--- src/rtl/mem_stage_pkg.sv ---
// Shared types and default widths for the pipelined memory stage.
package mem_stage_pkg;

    localparam int DEF_DATA_W = 16;
    localparam int DEF_ADDR_W = 16;

    // IDLE accepts a new EX/MEM instruction; WAIT holds an outstanding memory access.
    typedef enum logic {
        IDLE = 1'b0,
        WAIT = 1'b1
    } state_t;

endpackage

--- src/rtl/pc_redirect.sv ---
// Next-PC selection for the retiring instruction: jump target, branch target or fall-through.
module pc_redirect
    import mem_stage_pkg::*;
#(
    parameter int ADDR_W = DEF_ADDR_W
) (
    input  logic [ADDR_W-1:0] pc,
    input  logic [ADDR_W-1:0] off,
    input  logic [ADDR_W-1:0] target,
    input  logic              brch,
    input  logic              jmp,
    output logic [ADDR_W-1:0] next_pc
);

    logic [ADDR_W-1:0] brch_pc;

    // The branch target wraps modulo 2^ADDR_W; the carry out is intentionally dropped.
    assign brch_pc = pc + off;

    always_comb begin
        next_pc = pc;
        if (jmp) begin
            next_pc = target;
        end else if (brch) begin
            next_pc = brch_pc;
        end
    end

endmodule

--- src/rtl/mem_stage_ctrl.sv ---
// Memory stage of the pipelined core: next-PC resolution, request/ack data-memory
// handshake with upstream stall, and the MEM/WB boundary registers.
module mem_stage_ctrl
    import mem_stage_pkg::*;
#(
    parameter int DATA_W    = DEF_DATA_W,
    parameter int ADDR_W    = DEF_ADDR_W,
    parameter bit ALIGN_CHK = 1'b1
) (
    input  logic              clk,
    input  logic              rst,
    input  logic              ex_valid,
    input  logic [ADDR_W-1:0] pc_in,
    input  logic [ADDR_W-1:0] jmp_off,
    input  logic [DATA_W-1:0] alu_res,
    input  logic [DATA_W-1:0] st_data,
    input  logic              mem_rd,
    input  logic              mem_wr,
    input  logic              brch_cnd,
    input  logic              alu_jmp,
    input  logic              regsrc_in,
    input  logic              setrd_in,
    input  logic              createdump,
    output logic              stall,
    output logic              mem_req,
    output logic              mem_we,
    output logic [ADDR_W-1:0] mem_addr,
    output logic [DATA_W-1:0] mem_wdata,
    output logic              mem_dump,
    input  logic              mem_ack,
    input  logic [DATA_W-1:0] mem_rdata,
    output logic              wb_valid,
    output logic [DATA_W-1:0] wb_rdata,
    output logic [DATA_W-1:0] wb_alu,
    output logic [ADDR_W-1:0] wb_pc,
    output logic              wb_regsrc,
    output logic              wb_setrd,
    output logic              redirect_valid,
    output logic [ADDR_W-1:0] redirect_pc,
    output logic              align_err
);

    state_t            state;
    state_t            state_nxt;
    logic              mem_op;
    logic              mis;
    logic              acc_ok;
    logic              retire;
    logic              capture;
    logic [ADDR_W-1:0] jmp_tgt;
    logic [ADDR_W-1:0] next_pc;
    logic [ADDR_W-1:0] hold_addr;
    logic [DATA_W-1:0] hold_wdata;
    logic              hold_we;

    assign mem_op  = ex_valid & (mem_rd | mem_wr);
    // Simultaneous load and store is malformed and is suppressed like a misaligned access.
    assign mis     = mem_op & ((ALIGN_CHK & alu_res[0]) | (mem_rd & mem_wr));
    assign acc_ok  = mem_op & ~mis;
    assign jmp_tgt = ADDR_W'(alu_res);

    assign mem_dump = createdump & ex_valid;

    pc_redirect #(
        .ADDR_W(ADDR_W)
    ) u_pc_redirect (
        .pc     (pc_in),
        .off    (jmp_off),
        .target (jmp_tgt),
        .brch   (brch_cnd),
        .jmp    (alu_jmp),
        .next_pc(next_pc)
    );

    // NOTE: sequential state uses non-blocking assignments so every register samples
    // pre-edge values regardless of process ordering.
    always_ff @(posedge clk or negedge rst) begin
        if (!rst) begin
            state <= IDLE;
        end else begin
            state <= state_nxt;
        end
    end

    // NOTE: every output of this block gets a default first so no path infers a latch.
    always_comb begin
        state_nxt = state;
        mem_req   = 1'b0;
        mem_we    = 1'b0;
        mem_addr  = jmp_tgt;
        mem_wdata = st_data;
        stall     = 1'b0;
        retire    = 1'b0;
        capture   = 1'b0;

        case (state)
            IDLE: begin
                if (acc_ok) begin
                    mem_req = 1'b1;
                    mem_we  = mem_wr;
                    capture = 1'b1;
                    if (mem_ack) begin
                        retire = 1'b1;
                    end else begin
                        stall     = 1'b1;
                        state_nxt = WAIT;
                    end
                end else if (ex_valid) begin
                    retire = 1'b1;
                end
            end
            WAIT: begin
                mem_req   = 1'b1;
                mem_we    = hold_we;
                mem_addr  = hold_addr;
                mem_wdata = hold_wdata;
                if (mem_ack) begin
                    retire    = 1'b1;
                    state_nxt = IDLE;
                end else begin
                    stall = 1'b1;
                end
            end
            default: state_nxt = IDLE;
        endcase

        // Reset silences the handshake immediately, even with a memory op still presented.
        if (!rst) begin
            mem_req = 1'b0;
            mem_we  = 1'b0;
            stall   = 1'b0;
            retire  = 1'b0;
            capture = 1'b0;
        end
    end

    // NOTE: the holding registers carry no reset; they are only read in WAIT, which is
    // entered solely through a cycle that loads them.
    always_ff @(posedge clk) begin
        if (capture) begin
            hold_addr  <= jmp_tgt;
            hold_wdata <= st_data;
            hold_we    <= mem_wr;
        end
    end

    always_ff @(posedge clk or negedge rst) begin
        if (!rst) begin
            wb_valid       <= 1'b0;
            wb_rdata       <= '0;
            wb_alu         <= '0;
            wb_pc          <= '0;
            wb_regsrc      <= 1'b0;
            wb_setrd       <= 1'b0;
            redirect_valid <= 1'b0;
            redirect_pc    <= '0;
            align_err      <= 1'b0;
        end else begin
            wb_valid       <= retire;
            align_err      <= retire & mis;
            redirect_valid <= retire & (brch_cnd | alu_jmp);
            if (retire) begin
                wb_rdata    <= (mem_rd & ~mis) ? mem_rdata : '0;
                wb_alu      <= alu_res;
                wb_pc       <= pc_in;
                wb_regsrc   <= regsrc_in;
                wb_setrd    <= setrd_in;
                redirect_pc <= next_pc;
            end
        end
    end

endmodule
--- config.mk ---
export PLATFORM = sky130hd
export DESIGN_NAME = mem_stage_ctrl
export DESIGN_NICKNAME = d
export VERILOG_FILES = /design/src/rtl/mem_stage_pkg.sv /design/src/rtl/pc_redirect.sv /design/src/rtl/mem_stage_ctrl.sv
export SDC_FILE = /design/constraint.sdc
export NUM_CORES = 1
export LEC_CHECK = 0
export CAP_MARGIN = 20
export CORE_UTILIZATION = 35
export CTS_BUF_LIST = sky130_fd_sc_hd__clkbuf_4 sky130_fd_sc_hd__clkbuf_8
export CTS_CLUSTER_DIAMETER = 30
export DETAILED_ROUTE_END_ITERATION = 10
export GPL_TIMING_DRIVEN = 0
export PLACE_DENSITY_LB_ADDON = 0.05
export SETUP_SLACK_MARGIN = 0.2
export SLEW_MARGIN = 20
export SYNTH_ARGS = -nofsm -noshare
export SYNTH_HDL_FRONTEND = slang
export SYNTH_HIERARCHICAL = 1
export SYNTH_SLANG_ARGS = --single-unit
--- constraint.sdc ---
create_clock -name clk -period 3.6 [get_ports clk]
set_input_delay 0.72 -clock clk [delete_from_list [all_inputs] [get_ports clk]]
set_output_delay 0.72 -clock clk [all_outputs]
set_load 0.1 [all_outputs]
==> flow_summary.ini, run 1 <==
[status]
status = complete, but fails checks
violations = design-rule violations

[power]
vdd_drop_max_mv = 0.363
p_int_uw = 2460
power_switching_uw = 2180
swShare_pct = 46.9
p_per_area_mw_per_mm2 = 599
p_seq_share_pct = 31.2
combPwrFrac_pct = 49.9
p_clk_share_pct = 19.0
leakagePower_uw = 0.00319

[die]
die_area_mm2 = 0.0156
core_mm2 = 0.0146
chipWidth_um = 125
row_count = 44
die_h_um = 125
start_util_pct = 36.2
pin_count = 196

[synthesis]
netlist_instances = 405
async_flop_share_pct = 68.0
synth_area_mm2 = 0.00530
synth.avg_cell_area_um2 = 13.1
synth_edf_count = 33
synth_fp_nets = 512
synth-seq-cells = 103
ys_warn_count = 6
yosysSeqAreaShare_pct = 51.7
synthFlopType = dfrtp_1
synth_cell_type_count = 55

[setup_path]
reg2reg_slack_ns = 1.52
worstPathArrival_ns = 2.61
crit_start = alu_res[15]
endpoint_kind = primary output
r2r_end = hold_addr[5]$_DFFE_PP_
critical_path_class = in -> out
required_ns = 2.88
r2r_start = state$_DFF_PN0_
worst_r2r_path_depth = 5
cp-endpoint = mem_addr[15]
critPathMaxFanout = 4
cp-start-kind = input pin

[routing]
route.vias.total = 3997
firstDrtPassIters = 7
drc = 24
drtIter0Drc = 253
viasPerCell = 4.98
wl_per_cell_um = 18.0
drtAntennaViolNets = 0
drt_wl_total_um = 14500

[timing]
slew_headroom_pct = 30.9
worst_slew_pin_slew_ns = 1.03
period_needed_ns = 3.33
hold_viol_final = 0
rsz0062_at_grt = false
fin_skew_ns = 0.00673
drv_slew = 0
holdWs_ns = 0.268
fmax_mhz = 301
min_period_over_period_pct = 92.4
setup_violations = 0

[placement]
dpl.hpwl_um = 11100
placedCellCount = 787
numPortBuffers = 195
gp_congestion = 0.815

[finish]
fin_cells = 803
n_antenna_cell = 0
finalNetCount = 721
drive_above_1_share_pct = 26.5
area_growth_syn_to_layout_pct = 46.1

[clock_network]
numCtsBuffers = 9
cts_hold_buffers = 0
post-cts-setup-buffer-count = 0
cts_tree = done
clk_pin_slew_worst_paths_ns = 0.09
clockBufferDepth = 2
worstSkewPairLatency_ns = 0.39
h-tree-depth = 3
cts_root_buf = clkbuf_8
cts.sinks = 103

[grt]
grt_pass1_wl_um = 22700
grt_usage_pct = 18.8
grt_antenna_before_repair = 0
grt_pass1_vias = 4108
gr-total-overflow = 0
grt_max_degree = 44

[worst_hold_path]
hold_path_class = in -> async

[flow_run]
maxCapViolCount = 0
-- stage by stage --
stage / instance area [um2] / worst slack [ns] / util, % / total power [uW] / setup TNS (ns)
6_report: 7740 / 0.273 / 52.9 / 4640 / 0
5_1_grt: 7740 / 0.217 / 52.9 / 4820 / 0
4_1_cts: 7790 / 0.0928 / 53.2 / 4700 / 0
3_5_place_dp: 7550 / -0.191 / 51.6 / 3810 / -0.540
3_3_place_gp: 7490 / -3.47 / 51.2 / 3780 / -333.78
2_1_floorplan: 5310 / 0.333 / - / 3190 / 0
-- cell usage in the layout, fill, tap and decap left out, drive strengths merged, types with 2 or more instances in the layout --
master,instances
clkinv,2
clkbuf,30
mux2,99
xnor2,6
a31oi,2
bufinv,3
and3,20
clkdlybuf4s50,163
buf,17
nor3,3
edfxtp,33
o21ai,23
clkdlybuf4s15,16
inv,8
nand2,23
a21o,5
o21a,2
xor2,4
ha,15
o31a,2
nor3b,2
a21oi,18
a211oi,3
o21bai,2
a22oi,6
mux2i,7
dfrtp,70
nand3,2
or3,2
nor2,12
-- cell families after synthesis --
family	Yosys count	synth area share (%)
buf+inv	26	2.74
mux	106	23.8
compound gates	72	8.83
xor+xnor	10	1.79
fa+ha+maj	16	3.92
simple gates	72	7.20
flops	103	51.7
-- repair_timing --
action	in CTS	in global routing
resized for setup	63	28
endpoints found under the setup margin	31	14
pin swaps	0	0
-- worst max-delay path, cell delays in order --
cell	delay, ns
clkdlybuf4s50_1	0.55
mux2_2	0.18
clkdlybuf4s50_1	1.15
-- synth_stat cells, types with 2 or more instances --
master     n  area share, %
o21ai_0   18            1.7
edfxtp_1  33             19
xor2_1     3           0.50
mux2_4    20            5.7
nand2_1   23            1.6
nor2_1    12           0.85
and3_1    20            2.4
buf_1      4           0.28
a22oi_1    6           0.85
a21o_1     5           0.71
mux2_2    79             17
o21ai_1    5           0.47
a211oi_1   2           0.28
dfrtp_1   70             33
or3_1      2           0.24
buf_8      2           0.57
nor3_1     2           0.19
xnor2_1    6           0.99
ha_1      15            3.5
a21oi_1   16            1.5
a31oi_1    2           0.24
nor3b_1    2           0.28
buf_4      4           0.57
clkbuf_1   6           0.42
buf_2      2           0.19
inv_1      6           0.42
a21oi_2    2           0.33
nand3_1    2           0.19
o21a_1     2           0.28
mux2i_1    7            1.3
o31a_1     2           0.33
o21bai_1   2           0.28
-- area by class of cell --
type | count | area [um2]
multi-input combinational | 276 | 2430
tap | 184 | 230
sequential | 103 | 2740
clock buffer | 10 | 131
clock inverter | 6 | 109
fill | 1255 | 6900
inverter | 7 | 26.3
buffer | 19 | 119
timing repair buffer | 198 | 1960
-- how the worst min path moves through the flow --
stage | start | to | cells past startpoint
floorplan | rst | align_err$_DFF_PN0_ | 0
global placement | wb_pc[4]$_DFFE_PN0P_ | wb_pc[4]$_DFFE_PN0P_ | 1
detailed placement | wb_rdata[10]$_DFFE_PN0P_ | wb_rdata[10]$_DFFE_PN0P_ | 1
CTS | rst | wb_pc[4]$_DFFE_PN0P_ | 1
global route | rst | wb_pc[4]$_DFFE_PN0P_ | 1
finish | rst | wb_pc[4]$_DFFE_PN0P_ | 1
-- power groups by stage --
stage          Sequential [uW]  Combinational [uW]  Clock (uW)
6_report                  1450                2310         881
5_1_grt                   1470                2390         965
4_1_cts                   1450                2330         920
3_3_place_gp              1470                2320           0
3_5_place_dp              1470                2340           0
2_1_floorplan             2560                 628           0
-- flip-flops by register name, summed over array words and instances (netlist names) --
| register | count |
|---|---|
| redirect_valid | 1 |
| state | 1 |
| hold_addr | 16 |
| redirect_pc | 16 |
| wb_alu | 16 |
| wb_regsrc | 1 |
| hold_wdata | 16 |
| wb_valid | 1 |
| wb_rdata | 16 |
| align_err | 1 |
| wb_pc | 16 |
| wb_setrd | 1 |
| hold_we | 1 |
-- routing by layer --
layer,vias up,GRT usage (%),share of wire (%)
li1,1917,-,-
met1,1934,25.2,46
met2,129,28.5,44
met3,17,6.89,8.0
met4,0,5.31,1.7
met5,-,0,0
Note: power is estimated with default switching activity, not from simulation.
==> run 2, diff against run 1 <==
Settings changed: CORE_MARGIN from default to 5.
==> flow_summary.ini, run 2 (synthesis results as in run 1) <==
[setup_path]
required_ns = 2.88
worst_r2r_path_depth = 5
r2r_start = state$_DFF_PN0_
reg2reg_slack_ns = 1.49
worstPathArrival_ns = 2.56
critical_path_class = in -> out
cp-start-kind = input pin
endpoint_kind = primary output
critPathMaxFanout = 5
r2r_end = hold_addr[5]$_DFFE_PP_

[placement]
dpl_cell_area_mm2 = 0.00755
pre_cts_ws_ns = -0.195
gp_congestion = 0.849
numPortBuffers = 195
dpl.hpwl_um = 11700

[grt]
grt_usage_pct = 17.1
gr-total-overflow = 0
grt_pass1_wl_um = 23900
grt_antenna_before_repair = 0
grt_max_degree = 43
grt_pass1_vias = 4289

[finish]
final_util_pct = 51.2
layout.cells.most_common_list = 162 x clkdlybuf4s50_1, 79 x mux2_2, 70 x dfrtp_1
postLayoutCellArea_mm2 = 0.00769
final_common_cell = clkdlybuf4s50_1
finalNetCount = 721
drive_above_1_share_pct = 26.7
area_growth_syn_to_layout_pct = 45.1
n_antenna_cell = 0
nFillCells = 1364

[worst_hold_path]
hold_path_class = in -> async

[clock_network]
h-tree-depth = 3
numCtsBuffers = 9
worstSkewPairLatency_ns = 0.38
post-cts-setup-buffer-count = 0
cts_root_buf = clkbuf_8
clockBufferDepth = 2
clk_pin_slew_worst_paths_ns = 0.09
cts.sinks = 103
cts_tree = done

[die]
start_util_pct = 35.3
die_h_um = 133
core_mm2 = 0.0150
pin_count = 196
row_count = 45
die_area_mm2 = 0.0177
chipWidth_um = 133

[timing]
fin_skew_ns = 0.00755
drv_slew = 0
rsz0062_at_grt = false
worst_slew_pin_slew_ns = 1.03
min_period_over_period_pct = 91.2
fin_ws_ns = 0.316
hold_viol_final = 0
period_needed_ns = 3.28
fmax_mhz = 304
setup_violations = 0
slew_headroom_pct = 31.2

[power]
vdd_drop_max_mv = 0.342
combPwrFrac_pct = 51.2
leakagePower_uw = 0.00318
power_switching_uw = 2170
swShare_pct = 47.9
p_clk_share_pct = 16.9
p_per_area_mw_per_mm2 = 588
p_int_uw = 2360
p_seq_share_pct = 31.9

[status]
status = finished, final reports clean

[routing]
drtIter0Drc = 131
firstDrtPassIters = 4
route.vias.total = 4045
wl_per_cell_um = 18.8
drc = 0
drtAntennaViolNets = 0
viasPerCell = 5.01
drt_wl_total_um = 15200

[flow_run]
maxCapViolCount = 0
[run 2: cell count changes in the layout (fill, tap and decap cells not counted), sizes merged]
cell           previous run  this run
clkinv                    2         1
dlymetal6s2s              0         1
clkbuf                   30        35
clkdlybuf4s15            16        14
bufinv                    3         1
clkdlybuf4s50           163       162
[run 2: metal layers]
metal	routed length [um]	up-vias	part of all wire [%]	track usage (%)
li1	-	1920	-	-
met1	6840	1984	45	22.0
met2	6960	124	46	26.6
met3	1110	17	7.3	6.62
met4	290	0	1.9	5.37
met5	0	-	0	0
[run 2: how the worst max path moves through the flow]
| stage | from | endpoint | slack (ns) | cells past startpoint |
|---|---|---|---|---|
| after floorplan | mem_rd | mem_we | 0.33 | 3 |
| after global placement | rst | hold_addr[4]$_DFFE_PP_ | -3.46 | 3 |
| after detailed placement | alu_res[0] | mem_req | -0.19 | 5 |
| after CTS | alu_res[0] | mem_req | 0.08 | 5 |
| after global routing | ex_valid | mem_dump | 0.27 | 3 |
| final | ex_valid | mem_dump | 0.32 | 3 |
[run 2: layout make-up]
class | count | area, um2 | share of cell area [%]
sequential | 103 | 2740 | 35.7
multi-input combinational | 276 | 2430 | 31.6
timing repair buffer | 198 | 1940 | 25.2
tap | 188 | 235 | 3.06
clock buffer | 13 | 160 | 2.08
buffer | 19 | 119 | 1.55
clock inverter | 3 | 42.5 | 0.553
inverter | 7 | 26.3 | 0.342
[run 2: what timing repair did]
action,CTS,global route
hold buffers,0,0
endpoints found under the setup margin,31,17
resized for setup,59,33
[run 2: metrics by stage]
| step | hold slack [ns] | power (uW) | TNS [ns] | instances |
|---|---|---|---|---|
| after detailed placement | 0.495 | 3810 | -0.568 | 791 |
| final | 0.277 | 4520 | 0 | 807 |
| after global placement | 0.490 | 3790 | -333.34 | 788 |
| after global routing | 0.278 | 4710 | 0 | 807 |
| after CTS | 0.261 | 4590 | 0 | 807 |
| after floorplan | 0.424 | 3190 | 0 | 405 |
[run 2: worst max-delay path, cell delays in order]
cell             delay [ns]
clkdlybuf4s50_1        0.56
and2_1                 0.15
clkdlybuf4s50_1        1.13
[run 2: power groups by stage]
stage               clock [uW]  combinational, uW  sequential (uW)
floorplan                    0                628             2560
global placement             0               2330             1460
detailed placement           0               2340             1470
CTS                        805               2340             1450
global route               848               2400             1470
finish                     762               2320             1450
==> run 3, diff against run 2 <==
Settings changed: GPL_TIMING_DRIVEN 0 to default.
==> flow_summary.ini, run 3 (synthesis results as in run 1) <==
[finish]
multiInputGateArea_mm2 = 0.00243
finalNetCount = 710
regArea_mm2 = 0.00274
n_antenna_cell = 0
drive_above_1_share_pct = 28.5
final_common_cell = clkdlybuf4s50_1
nFillCells = 1344
area_growth_syn_to_layout_pct = 44.2
layout.cells.most_common_list = 157 x clkdlybuf4s50_1, 79 x mux2_2, 69 x dfrtp_1

[routing]
route.met3.wl_um = 1140
drtIter0Drc = 189
drt_wl_total_um = 14700
highest_layer = met4
wl_met2_um = 6540
drtAntennaViolNets = 0
wl_met1_um = 6700
wl_per_cell_um = 18.5
route.vias.total = 3941
firstDrtPassIters = 4
drc = 0
viasPerCell = 4.95

[setup_path]
required_ns = 3.86
endpoint_kind = flop
worstPathArrival_ns = 3.29
cp_slowest_stage_delay_ns = 0.45
critical_path_class = in -> reg
critPathMaxFanout = 3
slowest_stage = fa_1
cp-start-kind = input pin
path_cells = clkdlybuf4s50_1 -> ha_1 -> fa_1 -> a21oi_2 -> o211a_1 -> nor3_4 -> o21ai_1 -> a2111oi_0 -> or3_1 -> mux2_2

[clock_network]
worstSkewPairLatency_ns = 0.38
h-tree-depth = 3
cts_tree = done
clockBufferDepth = 2
post-cts-setup-buffer-count = 0
numCtsBuffers = 9
cts_resized = 0
cts.sinks = 103
cts_hold_buffers = 0
clk_pin_slew_worst_paths_ns = 0.09
cts_root_buf = clkbuf_8

[flow_run]
maxCapViolCount = 0

[power]
leakagePower_uw = 0.00318
p_per_area_mw_per_mm2 = 597
combPwrFrac_pct = 50.5
power_switching_uw = 2180
p_int_uw = 2390
vdd_drop_max_mv = 0.301
p_clk_share_pct = 17.5
finalPower_uw = 4560
p_seq_share_pct = 32.0
swShare_pct = 47.7

[die]
chipWidth_um = 133
die_area_mm2 = 0.0177
row_count = 45
die_h_um = 133
core_mm2 = 0.0150
start_util_pct = 35.3
pin_count = 196

[timing]
setup_violations = 0
rsz0062_at_grt = false
min_period_over_period_pct = 84.1
period_needed_ns = 3.03
fin_skew_ns = 0.0166
worst_slew_pin_slew_ns = 1.04
drv_slew = 0
fmax_mhz = 330
hold_viol_final = 0
slew_headroom_pct = 30.6
fin_ws_ns = 0.573
fin_setup_tns_ns = 0

[grt]
gr-total-overflow = 0
grt_usage_pct = 16.7
grt_antenna_before_repair = 0
grt_pass1_vias = 4238
grt_pass1_wl_um = 23300
grt_max_degree = 41

[worst_hold_path]
hold_path_class = in -> async

[status]
status = finished, final reports clean

[placement]
pre_cts_ws_ns = 0.208
dpl.hpwl_um = 11100
numPortBuffers = 195
gp_congestion = 0.861
## run 3: cell types whose count changed in the layout (fill, tap and decap cells not counted), moves of 5 or more
| cell | previous run | this run |
|---|---|---|
| buf_4 | 5 | 45 |
| clkbuf_2 | 16 | 0 |
| clkdlybuf4s15_2 | 14 | 0 |
| clkbuf_1 | 6 | 0 |
| clkdlybuf4s50_1 | 162 | 157 |
## run 3: final timing paths
kind | cells past startpoint | from | to | slack (ns)
min | 2 | rst | wb_pc[3]$_DFFE_PN0P_ | 0.42
min reg2reg | 1 | redirect_pc[3]$_DFFE_PN0P_ | redirect_pc[3]$_DFFE_PN0P_ | 0.51
max | 10 | pc_in[0] | redirect_pc[14]$_DFFE_PN0P_ | 0.57
max reg2reg | 4 | state$_DFF_PN0_ | wb_pc[4]$_DFFE_PN0P_ | 1.17
min in group clk | 1 | redirect_pc[3]$_DFFE_PN0P_ | redirect_pc[3]$_DFFE_PN0P_ | 0.51
max in group asynchronous | 3 | rst | state$_DFF_PN0_ | 2.24
## run 3: layout make-up
type	count	area share (%)
clock buffers	13	2.26
clock inverters	3	0.622
inverters	7	0.344
multi-input cells	276	31.8
flip-flops and latches	103	35.9
well taps	188	3.08
repair buffers	206	26.0
## run 3: power groups by stage
stage          logic [uW]  clock network [uW]  registers, uW
3_5_place_dp         2310                   0           1480
3_3_place_gp         2310                   0           1480
4_1_cts              2320                 838           1460
5_1_grt              2380                 888           1480
6_report             2300                 800           1460
2_1_floorplan         628                   0           2560
## run 3: metrics by stage
step / utilization (%) / instances / hold WS (ns) / cell area [um2]
2_1_floorplan: - / 405 / 0.424 / 5310
3_3_place_gp: 49.4 / 780 / 0.490 / 7420
3_5_place_dp: 49.4 / 780 / 0.496 / 7420
4_1_cts: 50.8 / 796 / 0.422 / 7640
5_1_grt: 50.8 / 796 / 0.442 / 7640
6_report: 50.8 / 796 / 0.422 / 7640
## run 3: critical path: cells and delay by family
family	cells	cell delay [ns]
AO/OA/AOI/OAI	4	0.75
adder cells (fa/ha/maj)	2	0.69
buffers and inverters	1	0.43
multiplexers	1	0.27
AND/OR/NAND/NOR	2	0.43
## run 3: per-layer routing
metal	track usage [%]	up-vias
li1	-	1893
met3	5.78	20
met1	22.1	1899
met4	6.52	0
met2	25.0	129
met5	0	-
